--- src/rtl/uart_rx_fifo.sv ---
// uart_rx_fifo: receive-side byte buffer for uart_ip.
// Captures every completed receiver byte with its parity-error flag in a
// first-word-fall-through FIFO and reports level, threshold, overrun and
// character-timeout status to the register interface.
//
// Handshake: the receiver side has no back-pressure. recv_valid is a
// one-cycle strobe and the byte is accepted at that edge unless the FIFO is
// full with no pop in the same cycle, in which case the byte is dropped and
// ovr is set. On the read side, rd_data/rd_perr are valid whenever
// empty=0 and rd_en is the pop strobe; rd_en while empty is ignored.
module uart_rx_fifo #(
    parameter int DEPTH = 16,
    parameter int DW    = 8,
    parameter int LW    = $clog2(DEPTH + 1)
) (
    input  logic          clk,
    input  logic          arst,
    input  logic          recv_valid,
    input  logic [DW-1:0] recv_data,
    input  logic          recv_perr,
    input  logic          rd_en,
    output logic [DW-1:0] rd_data,
    output logic          rd_perr,
    output logic          empty,
    output logic          full,
    output logic [LW-1:0] level,
    input  logic [LW-1:0] thresh,
    output logic          thresh_hit,
    output logic          ovr,
    input  logic          ovr_clr,
    input  logic [23:0]   tmo_cycles,
    output logic          tmo
);

    localparam int PW = $clog2(DEPTH);

    // Storage: entry = {perr, data}; contents are intentionally not reset.
    logic [DW:0]     mem_q [DEPTH];
    logic [DW:0]     head;

    logic [PW-1:0]   wr_ptr_q, wr_ptr_d;
    logic [PW-1:0]   rd_ptr_q, rd_ptr_d;
    logic [LW-1:0]   level_q, level_d;
    logic            ovr_q, ovr_d;
    logic [23:0]     tmo_cnt_q, tmo_cnt_d;
    logic            tmo_q, tmo_d;

    logic            push;
    logic            pop;
    logic            overflow;

    // Status is derived only from the registered level.
    assign empty      = (level_q == '0);
    assign full       = (level_q == LW'(DEPTH));
    assign level      = level_q;
    assign thresh_hit = (level_q >= thresh);
    assign ovr        = ovr_q;
    assign tmo        = tmo_q;

    // A pop into an empty FIFO is ignored; a full FIFO still accepts a byte
    // when the same cycle also pops, so that case never overruns.
    assign pop      = rd_en & ~empty;
    assign push     = recv_valid & (~full | rd_en);
    assign overflow = recv_valid & full & ~rd_en;

    // Fall-through read: head entry depends only on the registered read pointer.
    assign head    = mem_q[rd_ptr_q];
    assign rd_data = head[DW-1:0];
    assign rd_perr = head[DW];

    // Write accepted bytes into the array at the write pointer.
    always_ff @(posedge clk) begin
        if (push) begin
            mem_q[wr_ptr_q] <= {recv_perr, recv_data};
        end
    end

    // Next-state for pointers, level and the sticky overrun flag.
    always_comb begin
        wr_ptr_d = wr_ptr_q;
        rd_ptr_d = rd_ptr_q;
        level_d  = level_q;
        ovr_d    = ovr_q;
        if (push) begin
            wr_ptr_d = wr_ptr_q + PW'(1);
        end
        if (pop) begin
            rd_ptr_d = rd_ptr_q + PW'(1);
        end
        case ({push, pop})
            2'b10:   level_d = level_q + LW'(1);
            2'b01:   level_d = level_q - LW'(1);
            default: level_d = level_q;
        endcase
        // Overflow and clear in the same cycle: the new overflow wins.
        if (overflow) begin
            ovr_d = 1'b1;
        end else if (ovr_clr) begin
            ovr_d = 1'b0;
        end
    end

    // Next-state for the character-timeout counter and sticky tmo flag.
    always_comb begin
        tmo_cnt_d = tmo_cnt_q;
        tmo_d     = tmo_q;
        if (push || pop || empty || (tmo_cycles == 24'd0)) begin
            tmo_cnt_d = 24'd0;
        end else if (tmo_cnt_q >= tmo_cycles) begin
            // Saturate; also pulls the count down if tmo_cycles was lowered.
            tmo_cnt_d = tmo_cycles;
        end else begin
            tmo_cnt_d = tmo_cnt_q + 24'd1;
        end
        // Comparing with >= makes a lowered tmo_cycles fire on the next edge.
        if (pop || empty) begin
            tmo_d = 1'b0;
        end else if (!push && (tmo_cycles != 24'd0) &&
                     (tmo_cnt_q >= tmo_cycles - 24'd1)) begin
            tmo_d = 1'b1;
        end
    end

    // State registers; asynchronous reset clears everything except memory.
    always_ff @(posedge clk or posedge arst) begin
        if (arst) begin
            wr_ptr_q  <= '0;
            rd_ptr_q  <= '0;
            level_q   <= '0;
            ovr_q     <= 1'b0;
            tmo_cnt_q <= 24'd0;
            tmo_q     <= 1'b0;
        end else begin
            wr_ptr_q  <= wr_ptr_d;
            rd_ptr_q  <= rd_ptr_d;
            level_q   <= level_d;
            ovr_q     <= ovr_d;
            tmo_cnt_q <= tmo_cnt_d;
            tmo_q     <= tmo_d;
        end
    end

endmodule

--- config.mk ---
export PLATFORM = sky130hd
export DESIGN_NAME = uart_rx_fifo
export DESIGN_NICKNAME = d
export VERILOG_FILES = /design/src/rtl/uart_rx_fifo.sv
export SDC_FILE = /design/constraint.sdc
export NUM_CORES = 1
export LEC_CHECK = 0
export CORE_UTILIZATION = 56
export CTS_BUF_LIST = sky130_fd_sc_hd__clkbuf_4 sky130_fd_sc_hd__clkbuf_8 sky130_fd_sc_hd__clkbuf_16
export CTS_CLUSTER_DIAMETER = 30
export DETAILED_ROUTE_END_ITERATION = 16
export PLACE_DENSITY = 0.84
export SYNTH_ARGS = -nofsm -noshare
export SYNTH_HDL_FRONTEND = slang
export SYNTH_SLANG_ARGS = --single-unit
export TNS_END_PERCENT = 30
--- constraint.sdc ---
create_clock -name clk -period 7.9 [get_ports clk]
set_input_delay 1.185 -clock clk [delete_from_list [all_inputs] [get_ports clk]]
set_output_delay 1.185 -clock clk [all_outputs]
set_load 0.005 [all_outputs]
==> results.tsv, run 1 <==
metric	value	unit
drv_slew	0	
synth-edff-count	144	
fmax	231.4	MHz
ys.warnings.count	0	
yosys.area_share.adder	8.744	%
worst_slack	3.579	ns
vias	6110	
first_pass_iters	5	
holdPathEnd	rd_ptr_q[0]	
crit_path_end_kind	register	
cts_tree	done	
yosys.area_share.simple	11.93	%
n_fill_cell	1154	
grt_setup_unrepaired	false	
post_cts_buffers	0	
drc	0	
hold_ws	0.5178	ns
fp-row-count	47	
insertion_delay	0.44	ns
drt-total-wl	21900	µm
placed_area	0.01035	mm²
crit_path_max_fanout	5	
muxShareOfSynthArea	10.87	%
ir_drop	0.0001724	V
hold_buffers	0	
synth_area	0.009530	mm²
ctsResizeCount	0	
powerDensity	271.8	mW/mm²
die_w	132.5	µm
worst_slew_pin_slew	0.9260	ns
clk_path_buf_depth	2	
h-tree-depth	4	
antenna_found_initial	0	
hold_viol	0	
ys_seq_area_share	55.61	%
ant_nets	0	
ys.flop_type	edfxtp_1	
wl_met1	8950	µm
synthesis.instances	681	
synthXorXnorAreaFrac	4.963	%
n_antenna_cell	0	
yosysTopAreaCellShare	45.37	%
design.core.area	0.01658	mm²
maxUsedRoutingLayer	met4	
ioPinCount	62	
met3_length	1283	µm
areaGrowthSynthToFinish	14.68	%
relSlewSlack	37.70	%
grt_max_degree	40	
hold_start	rd_ptr_q[0]	
r2r_end	tmo_cnt_q[21]	
nNetsFinal	853	
final_area	0.01093	mm²
final-setup-viol-count	0	
dieArea	0.01754	mm²
p_int	2.084	mW
finClkSkew	0.01126	ns
fin_setup_tns	0	ns
multiInputGateArea	0.003945	mm²
power_frac_clock	28.5	%
crit_arrival	4.64	ns
hold_class	register to register	
synth.avg_cell_area	13.99	µm²
yosysTopAreaCell	edfxtp_1	
dieHeight	132.5	µm
globalplace.congestion	0.9231	
numClockSinks	183	
finalCritPeriodShare	54.70	%
wire_per_inst	22.44	µm
post-place-ws	3.148	ns
gr-total-overflow	0	
seq_area	0.005301	mm²
power_frac_seq	42.2	%
async_reset_ff_share	21.31	%
rr_worst_depth	7	
outcome	finished clean	
worstHoldPathCells	1	
startpoint	tmo_cycles[2]	
swShare	29.85	%
min_period	4.321	ns
critPathRequiredTime	8.21	ns
synth_compound_area_share	4.844	%
hpwl	15060	µm
drive_gt1_share	15.48	%
met2_length	10890	µm
p_leak	4.100	nW
synth-seq-cells	183	
drv_cap	0	
vias_per_cell	6.260	
power_switching	0.8868	mW
critPathKind	primary input to register	
r2r-start	tmo_cnt_q[11]	
start_kind	primary input	
grt_pass1_wl	34510	µm
clock-root-buffer	clkbuf_16	
grt_pass1_vias	6313	
combPwrFrac	29.3	%
start_util	57.47	%
syn_nets	790	
drt-initial-drc-count	557	
io_buffers	61	
synth_area_leaders	edfxtp_1 (45%), mux4_2 (11%), dfrtp_1 (10%)	
rrSetupSlack	4.77	ns
grt_use_total	26.64	%
yosysUniqueCellTypes	51	
tritoncts.num_buffers	17	
path_clk_slew	0.07	ns
synth_top_family_by_area	simple AND/OR/NAND/NOR gates	
## cell usage in the layout (no fill, tap or decap), types with 2 or more instances in the layout
master and n:
nor2_1 15, inv_6 5, clkdlybuf4s50_1 61, a21oi_1 45
buf_4 6, nor3_2 21, clkinv_8 2, inv_8 2
nand2_1 29, or4_1 2, and4_1 3, and2_1 18
nor2b_1 3, clkinv_4 2, inv_1 45, nor3_1 33
mux2_2 2, nand2b_1 3, a41oi_1 2, mux4_2 45
clkbuf_16 17, xor2_1 9, edfxtp_1 144, and3_1 5
xnor2_1 45, dfrtp_1 38, nor4_1 7, ha_1 65
nand4_1 13, o21ai_0 11, a2111oi_0 2, nor4_2 3
nor3b_1 2, nand3_1 18, o31ai_1 2, a21o_1 9
## final cells by class
cell class | count | share of cell area [%]
sequential | 183 | 48.51
timing repair buffer | 67 | 5.999
tap | 220 | 2.519
clock inverter | 14 | 1.442
multi-input combinational | 430 | 36.10
clock buffer | 17 | 3.892
inverter | 45 | 1.546
## worst max-delay path, stage by stage
cell and delay [ns]:
clkdlybuf4s50_1 0.50, or3_4 0.44, nor3_1 0.35, nand4_1 0.32, nor2b_2 0.30, nand4_1 0.14, xnor2_1 0.15, ha_1 0.29
and4_1 0.21, nand2_1 0.07, nor3_1 0.19, o31ai_1 0.09, a2111oi_0 0.37
## how the worst max path moves through the flow
stage / end / slack (ns) / cells after the start
4_1_cts: rd_data[0] / 3.59 / 4
3_5_place_dp: tmo / 3.15 / 13
3_3_place_gp: tmo / 3.29 / 13
2_1_floorplan: tmo / 4.09 / 12
6_report: tmo / 3.58 / 13
5_1_grt: tmo / 3.43 / 13
## layer usage
layer,up-vias,global-route usage [%]
li1,2722,-
met5,-,0
met1,3062,34.29
met3,57,4.713
met4,0,12.26
met2,269,44.36
## cell families after synthesis
kind of cell | Yosys count
compound gates | 80
xor+xnor | 54
fa+ha+maj | 66
buf+inv | 68
flops | 183
mux | 47
simple gates | 183
## registers in the layout, indices dropped and copies added (netlist names)
name,count
mem_q,144
ovr,1
level,5
tmo_cnt_q,24
tmo,1
rd_ptr_q,4
wr_ptr_q,4
## cells in the mapped netlist (3+ instances only)
cell type / count
clkbuf_1: 6
and3_1: 5
ha_1: 65
nand4_1: 13
nor4_1: 7
nand3_1: 18
edfxtp_1: 144
a21o_1: 9
mux4_2: 45
nor2_1: 15
a21oi_1: 46
buf_2: 12
nand2_1: 29
xnor2_1: 45
nor4_2: 3
nor3_2: 21
dfrtp_1: 39
nor2b_1: 3
and2_1: 18
and4_1: 3
o21ai_0: 11
xor2_1: 9
inv_1: 45
nand2b_1: 3
nor3_1: 33
## power by group through the flow
stage	Combinational (mW)	Clock, mW	Sequential (mW)
detailed placement	0.872	0	1.27
CTS	0.882	0.856	1.25
global route	0.939	0.889	1.27
global placement	0.835	0	1.26
finish	0.872	0.846	1.25
floorplan	0.582	0	1.22
## stage by stage
step                instances  util, %  power [mW]
global route              976    65.90       3.094
global placement          945    62.39       2.090
finish                    976    65.90       2.971
floorplan                 681        -       1.799
detailed placement        945    62.39       2.142
CTS                       976    65.90       2.992
(Power assumes the default switching activity.)
==> run 2: changes to the inputs <==
- clock period: 7.9 -> 4.01 ns (I/O delays scaled with it)
==> results.tsv, run 2 (same netlist as run 1, synthesis figures left out) <==
metric	value	unit
outcome	finished clean	
grt_setup_unrepaired	false	
globalplace.congestion	0.8943	
swShare	30.39	%
ant_nets	0	
p_leak	4.161	nW
combPwrFrac	30.1	%
layout_commonest_cell	edfxtp_1	
hold_class	register to register	
crit_path_max_fanout	5	
ioPinCount	62	
fmax	275.7	MHz
multiInputGateArea	0.003945	mm²
dieArea	0.01754	mm²
critPathRequiredTime	4.30	ns
seq_area	0.005301	mm²
grt_max_degree	37	
hold_buffers	0	
n_antenna_cell	0	
utilization	66.55	%
cp_slowest_cell	nor4_1	
die_w	132.5	µm
wire_per_inst	22.86	µm
fin_setup_tns	0	ns
finalCritPeriodShare	90.46	%
clock-root-buffer	clkbuf_16	
h-tree-depth	4	
io_buffers	61	
power_switching	1.783	mW
cpMostUsedCell	nand4_1	
hold_ws	0.5277	ns
design.core.area	0.01658	mm²
crit_path_end_kind	register	
areaGrowthSynthToFinish	15.79	%
grt_use_total	27.53	%
path_clk_slew	0.07	ns
critPathKind	primary input to register	
start_kind	primary input	
largest_reg_flops	144	
grt_pass1_wl	35870	µm
crit_arrival	3.91	ns
cts_tree	done	
relSlewSlack	41.39	%
post-place-ws	-0.09058	ns
top_register	mem_q	
worst_slack	0.3826	ns
drc	0	
drv_cap	0	
ir_drop	0.0003773	V
finClkSkew	0.01666	ns
cpLargestDelayFamily	simple AND/OR/NAND/NOR gates	
p_int	4.084	mW
drt-initial-drc-count	475	
hpwl	15960	µm
start_util	57.47	%
nNetsFinal	864	
min_period	3.627	ns
final-setup-viol-count	0	
n_fill_cell	1139	
hold_viol	0	
gr-total-overflow	0	
clk_path_buf_depth	2	
critPathMaxStageDelay	0.52	ns
dieHeight	132.5	µm
tritoncts.num_buffers	17	
vias	6163	
vias_per_cell	6.238	
fin_total_pwr	5.867	mW
fp-row-count	47	
grt_pass1_vias	6421	
powerDensity	531.6	mW/mm²
drive_gt1_share	16.93	%
drt-total-wl	22590	µm
worst_slew_pin_slew	0.8712	ns
post_cts_buffers	0	
power_frac_clock	27.7	%
path_cells	clkdlybuf4s50_1 > nor4_1 > nand4_1 > nor2b_2 > nand4_1 > xnor2_1 > ha_1 > and4_1 > nand2_1 > nor3_1 > o31ai_1 > a2111oi_0	
ctsResizeCount	0	
insertion_delay	0.44	ns
drv_slew	0	
power_frac_seq	42.2	%
antenna_found_initial	0	
numClockSinks	183	
first_pass_iters	5	
critPathBufInv	1	
final_cell_mix	edfxtp_1 (144), ha_1 (65), clkdlybuf4s50_1 (61)	
[run 2: cell types whose count changed in the layout (fill, tap and decap cells not counted)]
cell / previous run / this run
buf_4: 6 / 15
buf_12: 0 / 2
clkinv_2: 0 / 1
clkinv_1: 1 / 0
inv_8: 2 / 3
clkinv_8: 2 / 3
bufinv_16: 1 / 0
[run 2: layout make-up]
class | instances | area share, %
Timing Repair Buffer | 78 | 6.916
Tap cell | 220 | 2.494
Clock inverter | 15 | 1.417
Inverter | 45 | 1.531
Sequential cell | 183 | 48.04
Multi-Input combinational cell | 430 | 35.75
Clock buffer | 17 | 3.855
[run 2: worst paths after layout]
| path | startpoint | end | slack, ns | cells after the start |
|---|---|---|---|---|
| max in group asynchronous | arst | rd_ptr_q[0] | 2.62 | 3 |
| setup / recovery | tmo_cycles[7] | tmo | 0.38 | 12 |
| hold reg to reg | ovr | ovr | 0.53 | 2 |
| hold / removal | ovr | ovr | 0.53 | 2 |
| setup reg to reg | level[1] | level[4] | 1.04 | 10 |
| min in group asynchronous | arst | level[3] | 0.57 | 2 |
[run 2: power groups by stage]
stage / logic, mW / registers (mW) / clock network (mW)
after floorplan: 1.15 / 2.40 / 0
after global placement: 1.68 / 2.47 / 0
after detailed placement: 1.77 / 2.51 / 0
after CTS: 1.80 / 2.48 / 1.64
after global routing: 1.90 / 2.50 / 1.70
final: 1.77 / 2.48 / 1.62
[run 2: worst reg2reg max path, cell delays in order (launching register included)]
cell     delay, ns
dfrtp_1       0.48
or4_1         0.56
o21ai_1       0.33
inv_1         0.15
ha_1          0.29
ha_1          0.35
a21o_1        0.18
a21oi_1       0.17
xnor2_1       0.14
nand2_1       0.09
xnor2_1       0.13
[run 2: stage by stage]
stage / std cells / instance area, µm²
after global placement: 956 / 10450
final: 988 / 11040
after CTS: 988 / 11040
after global routing: 988 / 11040
after detailed placement: 956 / 10450
after floorplan: 681 / 9530
[run 2: routing by layer]
metal	GRT usage, %	routed length, µm
met3	4.061	1130
met4	9.004	444
met2	49.24	12020
met1	34.38	8994
met5	0	0
==> run 3: changes to the inputs <==
- DONT_BUFFER_PORTS: unset -> 1
- PLACE_DENSITY: 0.84 -> 0.79
==> results.tsv, run 3 (same netlist as run 1, synthesis figures left out) <==
metric	value	unit
outcome	finished clean	
r2r_end	tmo_cnt_q[21]	
finClkSkew	0.01440	ns
antenna_found_initial	1	
drt-total-wl	21960	µm
drc	0	
critPathMaxStageDelay	0.44	ns
grt_pass1_wl	34780	µm
clk_path_buf_depth	2	
relSlewSlack	13.66	%
drt-initial-drc-count	405	
hold_viol	0	
hold_ws	0.2046	ns
fp-row-count	47	
h-tree-depth	4	
final-setup-viol-count	0	
cts_tree	done	
powerDensity	549.9	mW/mm²
dieHeight	132.5	µm
critPathKind	primary input to register	
r2r-start	tmo_cnt_q[11]	
n_antenna_cell	0	
cp_slowest_cell	a2111oi_0	
start_util	57.47	%
areaGrowthSynthToFinish	9.046	%
path_cells	or3_4 > nor3_1 > nand4_1 > nor2b_2 > nand4_1 > xnor2_1 > ha_1 > and4_1 > nand2_1 > nor3_1 > o31ai_1 > a2111oi_0	
insertion_delay	0.42	ns
n_fill_cell	1233	
drv_slew	0	
rr_worst_depth	8	
grt_max_degree	40	
dieArea	0.01754	mm²
min_period	3.281	ns
grt_pass1_vias	6121	
numClockSinks	183	
fin_setup_tns	0	ns
largest_reg_flops	144	
vias	5868	
wire_per_inst	23.89	µm
crit_path_max_fanout	5	
clock-root-buffer	clkbuf_16	
grt_setup_unrepaired	false	
nNetsFinal	795	
tritoncts.num_buffers	17	
hold_class	primary input to asynchronous set/reset pin	
drive_gt1_share	17.45	%
fmax	304.8	MHz
worst_slew_pin_slew	1.283	ns
ioPinCount	62	
ctsResizeCount	0	
final_cell_mix	edfxtp_1 (144), ha_1 (65)	
hold_buffers	0	
path_clk_slew	0.07	ns
finalCritPeriodShare	81.82	%
design.core.area	0.01658	mm²
utilization	62.67	%
critPathRequiredTime	4.29	ns
hpwl	15250	µm
ant_nets	0	
layout_commonest_cell	edfxtp_1	
gr-total-overflow	0	
start_kind	primary input	
globalplace.congestion	0.9771	
io_buffers	0	
post_cts_buffers	0	
top_register	mem_q	
ir_drop	0.0003554	V
die_w	132.5	µm
grt_use_total	26.63	%
fin_total_pwr	5.715	mW
first_pass_iters	5	
crit_arrival	3.56	ns
rrSetupSlack	1.04	ns
drv_cap	0	
crit_path_end_kind	register	
vias_per_cell	6.385	
cpLargestDelayFamily	simple AND/OR/NAND/NOR gates	
critPathBufInv	0	
p_leak	3.904	nW
==> run 3: how the worst max path moves through the flow <==
stage,start,endpoint,cells past startpoint
finish,tmo_cycles[2],tmo,12
global route,tmo_cycles[2],tmo,12
CTS,rd_ptr_q[0],rd_perr,3
detailed placement,tmo_cycles[2],tmo,12
global placement,tmo_cycles[2],tmo,12
floorplan,tmo_cycles[2],tmo,12
==> run 3: power breakdown <==
part	leakage (nW)	switching [mW]	internal [mW]
Sequential	1.82	0.246	2.27
Combinational	1.78	0.668	0.721
Clock	0.308	0.730	1.08
==> run 3: routing by layer <==
metal | wire length, µm | part of all wire [%] | global-route usage (%) | vias to the layer above
li1 | - | - | - | 2605
met1 | 8519 | 39 | 32.61 | 2937
met2 | 11360 | 52 | 46.58 | 289
met3 | 1609 | 7.3 | 6.130 | 37
met4 | 467 | 2.1 | 8.940 | 0
met5 | 0 | 0 | 0 | -
==> run 3: worst register-to-register path: cells and delay by family (launching register included) <==
kind	cells	cell delay, ns
buffers and inverters	1	0.28
flip-flops	1	0.48
AO/OA/AOI/OAI	5	1.56
AND/OR/NAND/NOR	1	0.21
adder cells (fa/ha/maj)	1	0.34
==> run 3: area by class of cell <==
type	count	area, µm²	area share (%)
inverters	45	168.9	1.625
clock buffers	20	447.9	4.310
repair buffers	9	67.56	0.6501
well taps	220	275.3	2.649
multi-input cells	430	3945	37.96
clock inverters	12	186.4	1.794
flip-flops and latches	183	5301	51.01
==> run 3: stage by stage <==
step	area, µm²	instances	worst slack [ns]
2_1_floorplan	9530	681	0.7851
3_5_place_dp	9758	887	0.2470
4_1_cts	10390	919	0.6268
3_3_place_gp	9758	887	0.4885
5_1_grt	10390	919	0.3918
6_report	10390	919	0.7289
==> variant 1, RTL diff (config.mk and constraints of run 1) <==
Register the input `thresh` before use. The logic sees it one clock later. The other inputs are not delayed to match.
--- a/src/rtl/uart_rx_fifo.sv
+++ b/src/rtl/uart_rx_fifo.sv
@@ -36,2 +36,8 @@
 
+    logic [LW-1:0] thresh_q;
+
+    always_ff @(posedge clk) begin
+        thresh_q <= thresh;
+    end
+
     // Storage: entry = {perr, data}; contents are intentionally not reset.
@@ -55,3 +61,3 @@
     assign level      = level_q;
-    assign thresh_hit = (level_q >= thresh);
+    assign thresh_hit = (level_q >= thresh_q);
     assign ovr        = ovr_q;
Function: changed (Yosys sat finds a counterexample within 4 cycles, from zero or initial values and one cycle with arst high).
==> variant 1 against run 1 <==
Synthesized area is 1.5% higher; die area is 1.5% higher; power is 0.98% higher; setup slack worse by 0.14 ns; critical path depth is 9 lower; clock power is 1% lower; sequential cell count is 5 higher; first-iteration DRC count is 18% lower; sequential share of layout area is 0.36 points higher; cell area is 1.1% higher; wire length is 4.4% lower; largest cell class unchanged.
==> variant 1: results (changes against run 1) <==
synth:
  synth-xor-area-share: 0.0407  # was 0.0496
  ys_types: 62  # was 51
  synth_fa_ha_area_frac: 0.0861  # was 0.0874
  synth.avg_cell_area_um2: 14.2  # was 14.0 um^2
  synth_top_area_share: 0.447  # was 0.454
  synth.top_cells.by_count: "edfxtp_1, ha_1, nand2_1, inv_1, mux4_2"  # was edfxtp_1, ha_1, a21oi_1
  yosysSeqAreaShare: 0.558  # was 0.556
  netlist_top_cells_area: "edfxtp_1, mux4_2, dfrtp_1, ha_1, xnor2_1"  # unchanged
  synthMuxAreaShare: 0.133  # was 0.109
  synth_compound_area_frac: 0.0548  # was 0.0484
  async_flop_share: 0.207  # was 0.213
place:
  gp_congestion: 0.925  # was 0.923
  place_area_um2: 10500  # was 10300 um^2
  place_hpwl_um: 14400  # was 15100 um
  dp_cells: 948  # was 945
global_routing:
  grt_pass1_wl_um: 33200  # was 34500 um
  grt_pass1_vias: 6289  # was 6313
  grtUsageTotal: 0.250  # was 0.266
power_and_ir_drop:
  irDropWorstVdd_mv: 0.175  # was 0.172 mV
  power_leakage_uw: 0.00414  # was 0.00410 uW
sta:
  finClkSkew_ns: 0.0103  # was 0.0113 ns
finish:
  finalNonFillerCells: 980  # was 976
  nNetsFinal: 856  # was 853
  final_layout_size_suffix_gt1_frac: 0.125  # was 0.155
  multi_input_area_um2: 3950  # about the same
detailed_routing:
  firstDrtPassIters: 6  # was 5
  vias: 5974  # was 6110
  drt_iter0_markers: 455  # was 557
  wl_um: 20900  # was 21900 um
status:
  status: "finished clean"  # unchanged
setup_path:
  arrival_ns: 3.27  # was 4.64 ns
  cp_slowest_stage_delay_ns: 0.75  # was 0.50 ns
[variant 1: cell type report]
cell class / count / share of cell area
timing repair buffer: 66 / 0.0586
tap: 220 / 0.0249
clock inverter: 15 / 0.0146
multi-input combinational: 424 / 0.358
inverter: 50 / 0.0170
clock buffer: 17 / 0.0385
sequential: 188 / 0.489
[variant 1: cells by family (layout without fill, tap and decap cells)]
| logic type | after synthesis | count (layout) |
|---|---|---|
| DFF | 188 | 188 |
| and+or+nand+nor | 169 | 169 |
| AOI/OAI and AO/OA | 72 | 72 |
| muxes | 72 | 72 |
| buffers and inverters | 71 | 148 |
| adders and majority gates | 66 | 66 |
| xor gates and xnor gates | 45 | 45 |
[variant 1: power breakdown]
part	switching, uW	internal (uW)	total, uW
combinational	373	492	866
clock	410	424	834
sequential	121	1180	1300
total	904	2100	3000
[variant 1: stage by stage]
stage	setup WS [ns]	hold slack [ns]
final	3.44	0.549
after global routing	3.25	0.577
after CTS	3.35	0.551
after detailed placement	3.34	0.535
after global placement	3.46	0.510
after floorplan	4.24	0.493
[variant 1: tightest hold or removal path: cells and delay by family, from the launching register on]
family | cells | cell delay (ns)
flops | 1 | 0.35
compound gates | 1 | 0.10
buf+inv | 1 | 0.05
[variant 1: layer usage]
metal	track usage	vias up	wire (um)
met5	0	-	0
met4	0.109	0	639
met3	0.0438	51	1070
met2	0.431	224	11000
met1	0.311	2971	8240
li1	-	2728	-
[variant 1: worst paths after layout]
path	cells after the start	slack [ns]	endpoint	from
worst max-delay path	4	3.44	rd_data[5]	rd_ptr_q[0]
worst min-delay path	2	0.55	ovr	ovr
worst max register to register	10	4.22	tmo_cnt_q[17]	level[3]
worst min register to register	2	0.55	ovr	ovr
max in group asynchronous	3	6.32	rd_ptr_q[0]	arst
min in group asynchronous	3	1.19	level[3]	arst
==> variant 2, RTL diff (settings of run 1) <==
Made on the original files. Set the parameter `DW` to 9 (it was 8).
--- a/src/rtl/uart_rx_fifo.sv
+++ b/src/rtl/uart_rx_fifo.sv
@@ -12,3 +12,3 @@
     parameter int DEPTH = 16,
-    parameter int DW    = 8,
+    parameter int DW    = 9,
     parameter int LW    = $clog2(DEPTH + 1)
Ports: changed (resized rd_data and recv_data); port bits go from 62 to 64. The function was not compared with the original's and may differ.
==> variant 2 against run 1 <==
Power grew 7.8%; cell count increased by 3.0%; setup slack worse by 0.17 ns; sequential cell count grew 16; register-to-register slack worse by 0.10 ns; wire length rose by 2.3%; synthesized area up 6.7%; cell area increased by 6.3%; sequential power up 9.6%; count of clock-buffer cells in the layout is the same; critical endpoint is now rd_data[3]; largest cell class unchanged; largest power group unchanged.
==> variant 2: results (changes against run 1) <==
place:
  io_buffers: 63  # was 61
  place_hpwl_um: 14800  # was 15100 um
detailed_routing:
  firstDrtPassIters: 4  # was 5
  wire_per_inst_um: 22.3  # was 22.4 um
  via_per_inst: 6.22  # was 6.26
synth:
  async_flop_share: 0.196  # was 0.213
  netlist_top_cells_area: "edfxtp_1, mux4_2, dfrtp_1, ha_1, xnor2_1"  # unchanged
  ys_types: 46  # was 51
  synth-edff-count: 160  # was 144
  syn-num-nets: 815  # was 790
  yosysSeqAreaShare: 0.569  # was 0.556
global_routing:
  globalRouteMet1Util: 0.322  # was 0.343
  grt_max_degree: 44  # was 40
  grtUsageTotal: 0.259  # was 0.266
  use_met2: 0.446  # was 0.444
  grt_pass1_vias: 6669  # was 6313
  grt_pass1_wl_um: 35200  # was 34500 um
  grt_use_met3: 0.0515  # was 0.0471
setup_path:
  r2r-start: "tmo_cnt_q[21]"  # was tmo_cnt_q[11]
  crit_fanout: 30  # was 5
  critPathLaunch: "rd_ptr_q[0]"  # was tmo_cycles[2]
sta:
  max_freq_mhz: 223  # was 231 MHz
  worst_pin_slew_ns: 1.16  # was 0.926 ns
finish:
  syn2layout_area_growth_pct: 14.3  # was 14.7%
status:
  status: "finished clean"  # unchanged
power_and_ir_drop:
  irDropWorstVdd_mv: 0.204  # was 0.172 mV
[variant 2: critical path, cell delays in order, from the launching register on]
cell	delay, ns
dfrtp_2	0.69
buf_4	0.59
mux4_2	0.57
mux4_2	0.51
clkdlybuf4s50_1	0.49
[variant 2: through the flow]
step	setup WS, ns	area [um^2]	total power, uW	hold slack (ns)	cells
global placement	3.16	11000	2270	0.517	973
finish	3.41	11600	3200	0.548	1005
floorplan	4.05	10200	1950	0.493	705
CTS	3.33	11600	3230	0.555	1005
detailed placement	2.97	11000	2320	0.515	973
global route	3.10	11600	3350	0.573	1005
[variant 2: power breakdown]
| part | internal, uW | switching, uW | total (uW) |
|---|---|---|---|
| sequential | 1250 | 117 | 1370 |
| clock | 449 | 470 | 919 |
| combinational | 519 | 393 | 912 |
[variant 2: cell type report]
class / count / share of cell area
clock buffers: 17 / 0.0366
clock inverters: 15 / 0.0192
inverters: 40 / 0.0129
multi-input cells: 442 / 0.353
flip-flops and latches: 199 / 0.498
well taps: 225 / 0.0242
repair buffers: 67 / 0.0568
[variant 2: worst paths after layout]
kind | cells past startpoint | end | slack, ns
max in group asynchronous | 3 | rd_ptr_q[0] | 6.34
min in group asynchronous | 3 | tmo_cnt_q[2] | 1.17
worst max-delay path | 4 | rd_data[3] | 3.41
worst min register to register | 2 | ovr | 0.55
worst min-delay path | 2 | ovr | 0.55
worst max register to register | 7 | tmo_cnt_q[10] | 4.67
[variant 2: layer usage]
layer	share of wire	up-vias
li1	-	2841
met1	0.41	3140
met2	0.52	237
met3	0.053	36
met4	0.023	0
met5	0	-
[variant 2: cells by family (layout without fill, tap and decap cells)]
group           after synthesis  count (layout)  share of synthesized area
flops                       199             199                      0.569
fa+ha+maj                    66              66                     0.0820
mux                          52              52                      0.113
buf+inv                      64             139                     0.0283
compound gates               76              76                     0.0512
simple gates                196             196                      0.112
xor+xnor                     52              52                     0.0448
